[src/rtl/ofs_asp_host_rd_arb_if.sv]
// ofs_asp_host_rd_arb_if
//   Avalon-MM read channel between the ASP read arbiter and host memory
//   (PIM host_mem_to_afu read side).
//
//   master modport : arbiter side, drives the command and receives responses
//   slave  modport : host-memory side
//
//   host_read          command valid
//   host_address       byte address
//   host_burstcount    burst length in beats
//   host_waitrequest   command stall
//   host_readdata      response beat
//   host_readdatavalid response valid (no backpressure)
interface ofs_asp_host_rd_arb_if #(
    parameter int ADDR_WIDTH      = 48,
    parameter int DATA_WIDTH      = 512,
    parameter int BURST_CNT_WIDTH = 6
);
    logic                       host_read;
    logic [ADDR_WIDTH-1:0]      host_address;
    logic [BURST_CNT_WIDTH-1:0] host_burstcount;
    logic                       host_waitrequest;
    logic [DATA_WIDTH-1:0]      host_readdata;
    logic                       host_readdatavalid;

    modport master (
        output host_read, host_address, host_burstcount,
        input  host_waitrequest, host_readdata, host_readdatavalid
    );

    modport slave (
        input  host_read, host_address, host_burstcount,
        output host_waitrequest, host_readdata, host_readdatavalid
    );
endinterface

[src/rtl/ofs_asp_host_rd_arb.sv]
// ofs_asp_host_rd_arb
//   Round-robin arbiter sharing the host-memory read channel among NUM_REQ
//   ASP requesters. One burst command is forwarded per acceptance; the owner
//   and length of every accepted burst are queued in an in-order tracking
//   FIFO so the in-order read responses can be steered back to the owner.
//
//   Ports:
//     pClk, pClk_reset     clock, synchronous active-high reset
//     req_read/address/burstcount/waitrequest   per-requester command port
//     req_readdatavalid    one-hot response valid (one cycle after host beat)
//     req_readdata         response data, broadcast to all requesters
//     host                 downstream read channel (interface, master side)
//     err_unexpected_rsp   sticky: a response arrived with nothing outstanding
//     stat_bursts          per-requester accepted-burst counters (32b each)
//     stat_stall_cycles    cycles with a request pending but nothing accepted
//
//   Optional feature macro: OFS_ASP_HOST_RD_ARB_STATS_EN enables the stat_*
//   counters; when undefined they are tied to zero.
module ofs_asp_host_rd_arb #(
    parameter int NUM_REQ         = 4,
    parameter int ADDR_WIDTH      = 48,
    parameter int DATA_WIDTH      = 512,
    parameter int BURST_CNT_WIDTH = 6,
    parameter int TRK_DEPTH       = 64
) (
    input  logic                               pClk,
    input  logic                               pClk_reset,
    input  logic [NUM_REQ-1:0]                 req_read,
    input  logic [NUM_REQ*ADDR_WIDTH-1:0]      req_address,
    input  logic [NUM_REQ*BURST_CNT_WIDTH-1:0] req_burstcount,
    output logic [NUM_REQ-1:0]                 req_waitrequest,
    output logic [NUM_REQ-1:0]                 req_readdatavalid,
    output logic [DATA_WIDTH-1:0]              req_readdata,
    ofs_asp_host_rd_arb_if.master              host,
    output logic                               err_unexpected_rsp,
    output logic [NUM_REQ*32-1:0]              stat_bursts,
    output logic [31:0]                        stat_stall_cycles
);
    localparam int RR_W    = $clog2(NUM_REQ);
    localparam int PTR_W   = $clog2(TRK_DEPTH);
    localparam int ENTRY_W = RR_W + BURST_CNT_WIDTH;

    logic [ADDR_WIDTH-1:0]      addr_arr [NUM_REQ];
    logic [BURST_CNT_WIDTH-1:0] bc_arr   [NUM_REQ];

    logic [RR_W-1:0]            rr_reg, rr_next, winner;
    logic                       found;
    int                         idx;
    logic                       any_req, accept, push, pop, rsp_valid, beat_last;
    logic                       trk_full, trk_empty;

    // Tracking FIFO. The head entry is read asynchronously because the
    // response beat must be steered in the same cycle it arrives.
    logic [ENTRY_W-1:0]         trk_mem [TRK_DEPTH];
    logic [PTR_W-1:0]           wr_ptr_reg, rd_ptr_reg;
    logic [PTR_W:0]             cnt_reg;
    logic [RR_W-1:0]            head_id;
    logic [BURST_CNT_WIDTH-1:0] head_bc;
    logic [BURST_CNT_WIDTH-1:0] beat_cnt_reg, beat_cnt_next;

    logic [NUM_REQ-1:0]         rdv_reg, rdv_next;
    logic [DATA_WIDTH-1:0]      rdata_reg;
    logic                       err_reg;

    generate
        for (genvar gi = 0; gi < NUM_REQ; gi++) begin : g_req
            assign addr_arr[gi] = req_address[gi*ADDR_WIDTH +: ADDR_WIDTH];
            assign bc_arr[gi]   = req_burstcount[gi*BURST_CNT_WIDTH +: BURST_CNT_WIDTH];
            // Only the current winner may see its stall drop.
            assign req_waitrequest[gi] = (winner != RR_W'(gi)) | host.host_waitrequest | trk_full;
        end
    endgenerate

    // Winner: first requesting index at or above rr, wrapping.
    always_comb begin
        winner = '0;
        found  = 1'b0;
        idx    = 0;
        for (int k = 0; k < NUM_REQ; k++) begin
            idx = int'(rr_reg) + k;
            if (idx >= NUM_REQ) idx = idx - NUM_REQ;
            if (!found && req_read[idx[RR_W-1:0]]) begin
                found  = 1'b1;
                winner = idx[RR_W-1:0];
            end
        end
    end

    assign rr_next   = (winner == RR_W'(NUM_REQ - 1)) ? '0 : winner + 1'b1;
    assign any_req   = |req_read;
    assign trk_full  = (cnt_reg == (PTR_W+1)'(TRK_DEPTH));
    assign trk_empty = (cnt_reg == '0);

    assign host.host_read       = any_req & ~trk_full;
    assign host.host_address    = addr_arr[winner];
    assign host.host_burstcount = bc_arr[winner];

    // host_read is already gated by trk_full, so a full FIFO never pushes
    // even when a pop happens in the same cycle.
    assign accept = host.host_read & ~host.host_waitrequest;
    assign push   = accept;

    assign {head_id, head_bc} = trk_mem[rd_ptr_reg];
    assign rsp_valid = host.host_readdatavalid & ~trk_empty;
    assign beat_last = (BURST_CNT_WIDTH'(beat_cnt_reg + 1'b1) == head_bc);
    assign pop       = rsp_valid & beat_last;

    always_comb begin
        beat_cnt_next = beat_cnt_reg;
        rdv_next      = '0;
        if (rsp_valid) begin
            beat_cnt_next     = beat_last ? '0 : beat_cnt_reg + 1'b1;
            rdv_next[head_id] = 1'b1;
        end
    end

    always_ff @(posedge pClk) begin
        if (push) trk_mem[wr_ptr_reg] <= {winner, bc_arr[winner]};
    end

    always_ff @(posedge pClk) begin
        if (pClk_reset) begin
            rr_reg       <= '0;
            wr_ptr_reg   <= '0;
            rd_ptr_reg   <= '0;
            cnt_reg      <= '0;
            beat_cnt_reg <= '0;
            rdv_reg      <= '0;
            rdata_reg    <= '0;
            err_reg      <= 1'b0;
        end else begin
            if (accept) rr_reg <= rr_next;
            if (push)   wr_ptr_reg <= wr_ptr_reg + 1'b1;
            if (pop)    rd_ptr_reg <= rd_ptr_reg + 1'b1;
            case ({push, pop})
                2'b10:   cnt_reg <= cnt_reg + 1'b1;
                2'b01:   cnt_reg <= cnt_reg - 1'b1;
                default: cnt_reg <= cnt_reg;
            endcase
            beat_cnt_reg <= beat_cnt_next;
            rdv_reg      <= rdv_next;
            rdata_reg    <= host.host_readdata;
            // Beats with nothing outstanding (including leftovers from
            // before a reset) are dropped and flagged.
            err_reg      <= err_reg | (host.host_readdatavalid & trk_empty);
        end
    end

    assign req_readdatavalid  = rdv_reg;
    assign req_readdata       = rdata_reg;
    assign err_unexpected_rsp = err_reg;

`ifdef OFS_ASP_HOST_RD_ARB_STATS_EN
    logic [31:0] bursts_reg [NUM_REQ];
    logic [31:0] stall_reg;

    generate
        for (genvar gi = 0; gi < NUM_REQ; gi++) begin : g_stat
            always_ff @(posedge pClk) begin
                if (pClk_reset)                          bursts_reg[gi] <= '0;
                else if (accept && winner == RR_W'(gi))  bursts_reg[gi] <= bursts_reg[gi] + 1'b1;
            end
            assign stat_bursts[gi*32 +: 32] = bursts_reg[gi];
        end
    endgenerate

    always_ff @(posedge pClk) begin
        if (pClk_reset)            stall_reg <= '0;
        else if (any_req & ~accept) stall_reg <= stall_reg + 1'b1;
    end
    assign stat_stall_cycles = stall_reg;
`else
    assign stat_bursts       = '0;
    assign stat_stall_cycles = '0;
`endif
endmodule

[src/flat_wrapper.sv]
// flat-port wrapper written by rule: the top's interface ports become plain ports
module ofs_asp_host_rd_arb_flat 
#(
    parameter int NUM_REQ         = 4,
    parameter int ADDR_WIDTH      = 48,
    parameter int DATA_WIDTH      = 512,
    parameter int BURST_CNT_WIDTH = 6,
    parameter int TRK_DEPTH       = 64
)
  (pClk, pClk_reset, req_read, req_address, req_burstcount, req_waitrequest, req_readdatavalid, req_readdata, err_unexpected_rsp, stat_bursts, stat_stall_cycles, host_host_read, host_host_address, host_host_burstcount, host_host_waitrequest, host_host_readdata, host_host_readdatavalid);
  ofs_asp_host_rd_arb_if #(.ADDR_WIDTH(ADDR_WIDTH), .DATA_WIDTH(DATA_WIDTH), .BURST_CNT_WIDTH(BURST_CNT_WIDTH)) host_i ();
  input  logic pClk;
  input  logic pClk_reset;
  input  logic [NUM_REQ-1:0] req_read;
  input  logic [NUM_REQ*ADDR_WIDTH-1:0] req_address;
  input  logic [NUM_REQ*BURST_CNT_WIDTH-1:0] req_burstcount;
  output logic [NUM_REQ-1:0] req_waitrequest;
  output logic [NUM_REQ-1:0] req_readdatavalid;
  output logic [DATA_WIDTH-1:0] req_readdata;
  output logic err_unexpected_rsp;
  output logic [NUM_REQ*32-1:0] stat_bursts;
  output logic [31:0] stat_stall_cycles;
  output wire logic [$bits(host_i.host_read)-1:0] host_host_read;
  output wire logic [$bits(host_i.host_address)-1:0] host_host_address;
  output wire logic [$bits(host_i.host_burstcount)-1:0] host_host_burstcount;
  input wire logic [$bits(host_i.host_waitrequest)-1:0] host_host_waitrequest;
  input wire logic [$bits(host_i.host_readdata)-1:0] host_host_readdata;
  input wire logic [$bits(host_i.host_readdatavalid)-1:0] host_host_readdatavalid;
  assign host_host_read = host_i.host_read;
  assign host_host_address = host_i.host_address;
  assign host_host_burstcount = host_i.host_burstcount;
  assign host_i.host_waitrequest = host_host_waitrequest;
  assign host_i.host_readdata = host_host_readdata;
  assign host_i.host_readdatavalid = host_host_readdatavalid;
  ofs_asp_host_rd_arb #(.NUM_REQ(NUM_REQ), .ADDR_WIDTH(ADDR_WIDTH), .DATA_WIDTH(DATA_WIDTH), .BURST_CNT_WIDTH(BURST_CNT_WIDTH), .TRK_DEPTH(TRK_DEPTH)) u_core (.pClk(pClk), .pClk_reset(pClk_reset), .req_read(req_read), .req_address(req_address), .req_burstcount(req_burstcount), .req_waitrequest(req_waitrequest), .req_readdatavalid(req_readdatavalid), .req_readdata(req_readdata), .host(host_i), .err_unexpected_rsp(err_unexpected_rsp), .stat_bursts(stat_bursts), .stat_stall_cycles(stat_stall_cycles));
endmodule
[config.mk]
export PLATFORM = sky130hd
export DESIGN_NAME = ofs_asp_host_rd_arb_flat
export DESIGN_NICKNAME = d
export VERILOG_FILES = /design/src/rtl/ofs_asp_host_rd_arb_if.sv /design/src/rtl/ofs_asp_host_rd_arb.sv /design/src/flat_wrapper.sv
export SDC_FILE = /design/constraint.sdc
export NUM_CORES = 1
export LEC_CHECK = 0
export BUFFER_PORTS_ARGS = -buffer_cell sky130_fd_sc_hd__buf_2
export CORE_AREA = 4 4 568 570
export DETAILED_ROUTE_END_ITERATION = 8
export DIE_AREA = 0 0 572 574
export GPL_ROUTABILITY_DRIVEN = 0
export PLACE_DENSITY = 0.41
export SYNTH_ARGS = -nofsm -noshare
export SYNTH_HDL_FRONTEND = slang
export SYNTH_SLANG_ARGS = --single-unit
[constraint.sdc]
create_clock -name pClk -period 12 [get_ports pClk]
set_input_delay 3.6 -clock pClk [delete_from_list [all_inputs] [get_ports pClk]]
set_output_delay 3.6 -clock pClk [all_outputs]
set_load 0.005 [all_outputs]
-- After elaboration in Yosys (flattened, before gate mapping)
Memory sizes are Yosys's and may differ from the RTL's. A register that Yosys moved wholly into a read port is not among the register bits.
Cells that the tools add are included.
- RAM bits: 512
- bits in registers: 544
- input bits: 736
- word-level logic and storage cells: 106
- output and inout bits: 736
- memories: 1
- bitwise operators: 19
- add/subtract/negate cells: 13
- reduce and logical (&&, ||, !) cells: 12
- $lt $le $gt $ge: 11
- equal/unequal tests: 8
- multiplexer cells: 34
- memories (name ; depth ; width ; read ports ; clocked after Yosys merged registers in ; wr ports ; line ; RTL):
    u_core.trk_mem ; 64 ; 8 ; 1 ; 1 ; 1 ; ofs_asp_host_rd_arb.sv:54 ; logic [ENTRY_W-1:0] trk_mem [TRK_DEPTH];
- operators by type and width (kind ; number):
    $bmux W48 S2 ; 1
    $mux W48 ; 2
    $mux W6 ; 5
    $add A6 B1 Y6 const B ; 3
    $mux W2 ; 9
    $lt A2 B3 Y1 const B ; 5
    $pmux W7 S2 ; 1
    $bmux W6 S2 ; 1
    $ge A3 B3 Y1 const B ; 4
    $mux W1 ; 10
    $or A1 B1 Y1 ; 9
    $bmux W1 S2 ; 4
    $sub A2 B1 Y2 const B ; 4
    $add A7 B1 Y7 const B ; 1
    $eq A7 B7 Y1 const B ; 1
    $logic_not A7 Y1 ; 1
    $sub A7 B1 Y7 const B ; 1
    $add A2 B2 Y3 const B ; 2
    $eq A6 B6 Y1 ; 1
    $and A1 B1 Y1 ; 5
    $eq A2 B2 Y1 const B ; 2
    $logic_and A1 B1 Y1 ; 4
    $ne A2 B2 Y1 const B ; 2
    $not A1 Y1 ; 4
    12 further kinds ; 15

-- Depth between registers and ports, before layout
- depth in word-level cells: 18
- mapped depth: 21
- gate-level depth less buffers: 17

-- Least setup slack after synthesis
OpenSTA, ideal clock, no wires.
- path kind: input-to-output
- start point: input port req_read[1]
- end point: output port host_host_burstcount[0]
- required time: 8.400 ns
- cell stages on the path: 8
- path slack: 1.714 ns
- path buffers: 2
- arrival time: 6.686 ns
- cell sequence: inv_1 -> nand2_1 -> a21oi_1 -> o22a_1 -> clkbuf_1 -> clkbuf_1 -> nand2_1 -> a31oi_1
- word-level cells in the longest chain between the ends: 16
- elaborated cells on any way between the ends: 25
- classes of those cells: mux: 18; bitwise: 1; reduce/logical: 6
- ends and longest elaborated chain (element ; line ; RTL):
    start, declared ; flat_wrapper.sv:14 ; input logic [NUM_REQ-1:0] req_read;
    $bmux W1 S2 ; ofs_asp_host_rd_arb.sv:82 ; if (!found && req_read[idx[RR_W-1:0]]) begin
    $mux W1 (not written as such) ; ofs_asp_host_rd_arb.sv:82 ;
    $mux W1 ; ofs_asp_host_rd_arb.sv:82 ;
    $logic_not A1 Y1 ; ofs_asp_host_rd_arb.sv:82 ;
    $logic_and A1 B1 Y1 ; ofs_asp_host_rd_arb.sv:82 ;
    $mux W1 ; ofs_asp_host_rd_arb.sv:82 ;
    $logic_not A1 Y1 ; ofs_asp_host_rd_arb.sv:82 ;
    $logic_and A1 B1 Y1 ; ofs_asp_host_rd_arb.sv:82 ;
    $mux W1 ; ofs_asp_host_rd_arb.sv:82 ;
    $logic_not A1 Y1 ; ofs_asp_host_rd_arb.sv:82 ;
    $logic_and A1 B1 Y1 ; ofs_asp_host_rd_arb.sv:82 ;
    $mux W2 (*) ; ofs_asp_host_rd_arb.sv:82 ;
    $not A2 Y3 (not written as such) (*) ; ofs_asp_host_rd_arb.sv:96 ; assign host.host_burstcount = bc_arr[winner];
    $bmux W6 S2 (*) ; ofs_asp_host_rd_arb.sv:96 ;
    $mux W6 (not written as such) (*) (2 in a row) ; ofs_asp_host_rd_arb.sv:96 ;
    end, declared ; flat_wrapper.sv:25 ; output wire logic [$bits(host_i.host_burstcount)-1:0] host_host_burstcount;
Mark *: on every way between the ends. The rest lies on a longest branch, timed or not. The select of a mux whose other input is x is not followed.

-- Final worst setup path
- start point: input port req_read[0]
- end point: output port host_host_address[25]
- word-level cells in the longest chain between the ends: 16
- elaborated cells on any way between the ends: 25
- classes of those cells: mux: 18; bitwise: 1; reduce/logical: 6
- ends and longest elaborated chain (element ; line ; RTL):
    $bmux W1 S2 ; ofs_asp_host_rd_arb.sv:82 ;
    $mux W1 (not written as such) ; ofs_asp_host_rd_arb.sv:82 ;
    $mux W1 ; ofs_asp_host_rd_arb.sv:82 ;
    $logic_not A1 Y1 ; ofs_asp_host_rd_arb.sv:82 ;
    $logic_and A1 B1 Y1 ; ofs_asp_host_rd_arb.sv:82 ;
    $mux W1 ; ofs_asp_host_rd_arb.sv:82 ;
    $logic_not A1 Y1 ; ofs_asp_host_rd_arb.sv:82 ;
    $logic_and A1 B1 Y1 ; ofs_asp_host_rd_arb.sv:82 ;
    $mux W1 ; ofs_asp_host_rd_arb.sv:82 ;
    $logic_not A1 Y1 ; ofs_asp_host_rd_arb.sv:82 ;
    $logic_and A1 B1 Y1 ; ofs_asp_host_rd_arb.sv:82 ;
    $mux W2 (*) ; ofs_asp_host_rd_arb.sv:82 ;
    $not A2 Y3 (not written as such) (*) ; ofs_asp_host_rd_arb.sv:95 ; assign host.host_address = addr_arr[winner];
    $bmux W48 S2 (*) ; ofs_asp_host_rd_arb.sv:95 ;
    $mux W48 (not written as such) (*) (2 in a row) ; ofs_asp_host_rd_arb.sv:95 ;
    end, declared ; flat_wrapper.sv:24 ; output wire logic [$bits(host_i.host_address)-1:0] host_host_address;
Marks and branches as above.

==> flow_summary.toml <==
[route]
wire_per_inst_um = 31.7
dr.pass1.iters = 9
vias = 29900
via_per_inst = 3.46
final_antenna_net_count = 0
drcViolationCount = 0
wl_mm = 275
drt_iter0_markers = 2546

[worst_setup_path]
reg2reg_depth = 17
worstSetupStartpointType = "primary input"
cp_max_fo = 57
ff2ff_setup_slack_ns = 5.39
worstPathArrival_ns = 6.20
worstSetupEndpointType = "output pin"
worstPathRequired_ns = 8.40
critPathKind = "in2out"
r2r-end = "u_core.cnt_reg[5]"

[synth]
yosysSeqAreaShare = 0.680
yosysWarningCount = 0
syn_avg_cell_area_um2 = 13.6
synth_cell_types = 69
ys_seq_elements = 1062
synth_flop_cell = "dfxtp_1"
netlist_area_um2 = 38800
netlist_instances = 2857
synth_edf_count = 512
synth-async-reset-ratio = 0

[run_status]
outcome = "finished with violations"
violations = "max-capacitance violations, max-slew violations"

[min_path]
holdCritPathClass = "reg2reg"
holdPathStages = 2
hold_path.startpoint = "u_core.beat_cnt_reg[4]"
hold_end = "u_core.beat_cnt_reg[4]"

[cts]
clock_latency_ns = 0.82
cts_sinks = 1062
clock_path_buffers = 4
clk_pin_slew_ns = 0.06
cts-buffers-inserted = 140
post_cts_buffers = 0
hold_buffers = 0
cts_max_level = 4
cts_root_buf = "clkbuf_16"
post_cts_resized = 0
cts_tree = "yes"

[job]
maxCapViolCount = 1

[cells_and_area]
fin_cells = 8662
fillers = 35200
final_nets = 4973
drive_gt1_frac = 0.403
area_delta_synth_final_pct = 41.7
final_cell_area_um2 = 55000
utilization = 0.173

[grt]
gr-total-overflow = 0
grt_start_max_net_pins = 173
grt_pass1_wl_mm = 338
grt_pass1_vias = 29600
antenna_found_initial = 239
grtUsageTotal = 0.160

[place]
dpl_cell_area_um2 = 50000
port_buffers = 1311
dp_hpwl_mm = 232
pre_cts_ws_ns = 2.24
place_inst = 8266

[floorplanning]
io_pins = 1472
die-area_um2 = 328000
rows = 207
start_util = 0.122
fp.dieW_um = 572
die_y_um = 574
core_area_um2 = 317000

[sta]
min_period_over_period = 0.817
drv_slew = 20
fin_setup_tns_ns = 0
clock.fmax_mhz = 102
hold_violations = 0
rsz0062_at_grt = "false"
setup_viol = 0
period_minus_slack_ns = 9.80
tightest_slew_ns = 1.71
finalClockSkew_ns = 0.0937
timing.final.ws_setup_ns = 2.20
slew_headroom = -0.141

[power_and_ir_drop]
leakagePower_nw = 21.5
ir_worst_vdd_v = 0.000110
power_density_nw_per_um2 = 170
## critical path: stages
cell,delay [ns]
buf_2,0.11
inv_1,0.06
nor2_1,0.13
nor2_1,0.07
o22a_4,0.30
inv_4,0.51
buf_12,0.34
nand2_1,0.11
and3_1,0.17
a31oi_1,0.48
buf_2,0.23
## per-stage QoR
stage / total power, mW / hold WS, ns
global placement: 5.14 / 0.461
finish: 9.35 / 0.477
detailed placement: 5.16 / 0.462
CTS: 9.53 / 0.479
global route: 9.70 / 0.509
floorplan: 4.44 / 0.457
## power by group
part / total, mW / internal, mW / leakage [nW] / switching [mW]
Sequential: 4.06 / 3.99 / 9.19 / 0.0752
Clock: 4.28 / 2.54 / 2.27 / 1.74
Combinational: 1.00 / 0.298 / 10.0 / 0.706
## layout by cell type, fill, tap and decap left out, types with 25 or more instances in the layout
| cell | instances |
|---|---|
| diode_2 | 157 |
| nor2b_1 | 527 |
| conb_1 | 160 |
| a21oi_1 | 26 |
| mux4_2 | 93 |
| and3_1 | 57 |
| a31oi_1 | 50 |
| buf_4 | 75 |
| buf_2 | 1310 |
| a22oi_1 | 39 |
| dfxtp_1 | 546 |
| clkbuf_16 | 141 |
| clkinv_2 | 25 |
| nand2_1 | 277 |
| edfxtp_1 | 512 |
| mux2i_1 | 109 |
| nor2_1 | 107 |
## metal layers
layer	wire (µm)	share of wire	up-vias	track usage
met5	1580	0.0057	-	0.0147
met4	15000	0.055	168	0.0795
met3	35400	0.13	585	0.0869
met2	123000	0.45	1892	0.248
met1	100000	0.36	14700	0.176
li1	-	-	12600	-
## area by class of cell
class	instances	area (µm²)	share of cell area
Tap cell	4180	5230	0.0951
Timing Repair Buffer	1390	7210	0.131
Sequential cell	1062	26400	0.480
Clock inverter	73	837	0.0152
Multi-Input combinational cell	1622	11100	0.202
Inverter	12	48.8	0.000887
Antenna cell	157	393	0.00714
Clock buffer	166	3750	0.0682
## cell families (layout without fill, tap and decap cells)
| logic type | count (synthesis) | count (layout) | share of synthesized area |
|---|---|---|---|
| DFF | 1062 | 1062 | 0.680 |
| adders and majority gates | 9 | 9 | 0.00290 |
| xor gates and xnor gates | 26 | 26 | 0.00587 |
| buffers and inverters | 332 | 1641 | 0.0525 |
| muxes | 206 | 206 | 0.0833 |
| and+or+nand+nor | 1041 | 1041 | 0.143 |
| other | 1 | 317 | 0.0000966 |
| AOI/OAI and AO/OA | 180 | 180 | 0.0327 |
## worst max-delay path by stage
stage                 from                      end  slack [ns]  depth (start not counted)
4_1_cts        req_read[0]    host_host_address[25]        2.23                         11
5_1_grt        req_read[0]    host_host_address[25]        2.12                         11
3_5_place_dp   req_read[0]    host_host_address[25]        2.24                         11
3_3_place_gp   req_read[1]    host_host_address[25]        2.24                         11
6_report       req_read[0]    host_host_address[25]        2.20                         11
2_1_floorplan  req_read[1]  host_host_burstcount[0]        1.71                          8
## synth_stat cells (5+ instances only)
cell type	instances	area, µm²
a21oi_1	26	130
nor2b_1	529	3310
a31oi_1	56	350
buf_6	9	101
nand3_1	15	75.1
nand2_1	277	1040
a22oi_1	39	293
mux4_2	93	2090
inv_1	7	26.3
nor2_1	115	432
dfxtp_1	550	11000
and3_1	57	357
xor2_1	13	114
xnor2_1	13	114
o21ai_0	8	40.0
or2_2	5	31.3
nand4_1	6	37.5
ha_1	9	113
edfxtp_1	512	15400
a211oi_1	5	37.5
buf_1	12	45.0
buf_2	14	70.1
o22ai_1	6	37.5
clkbuf_1	113	424
or3_1	6	37.5
mux2i_1	109	1090
buf_4	166	1250
No activity file was read; power rests on OpenSTA's default activity.
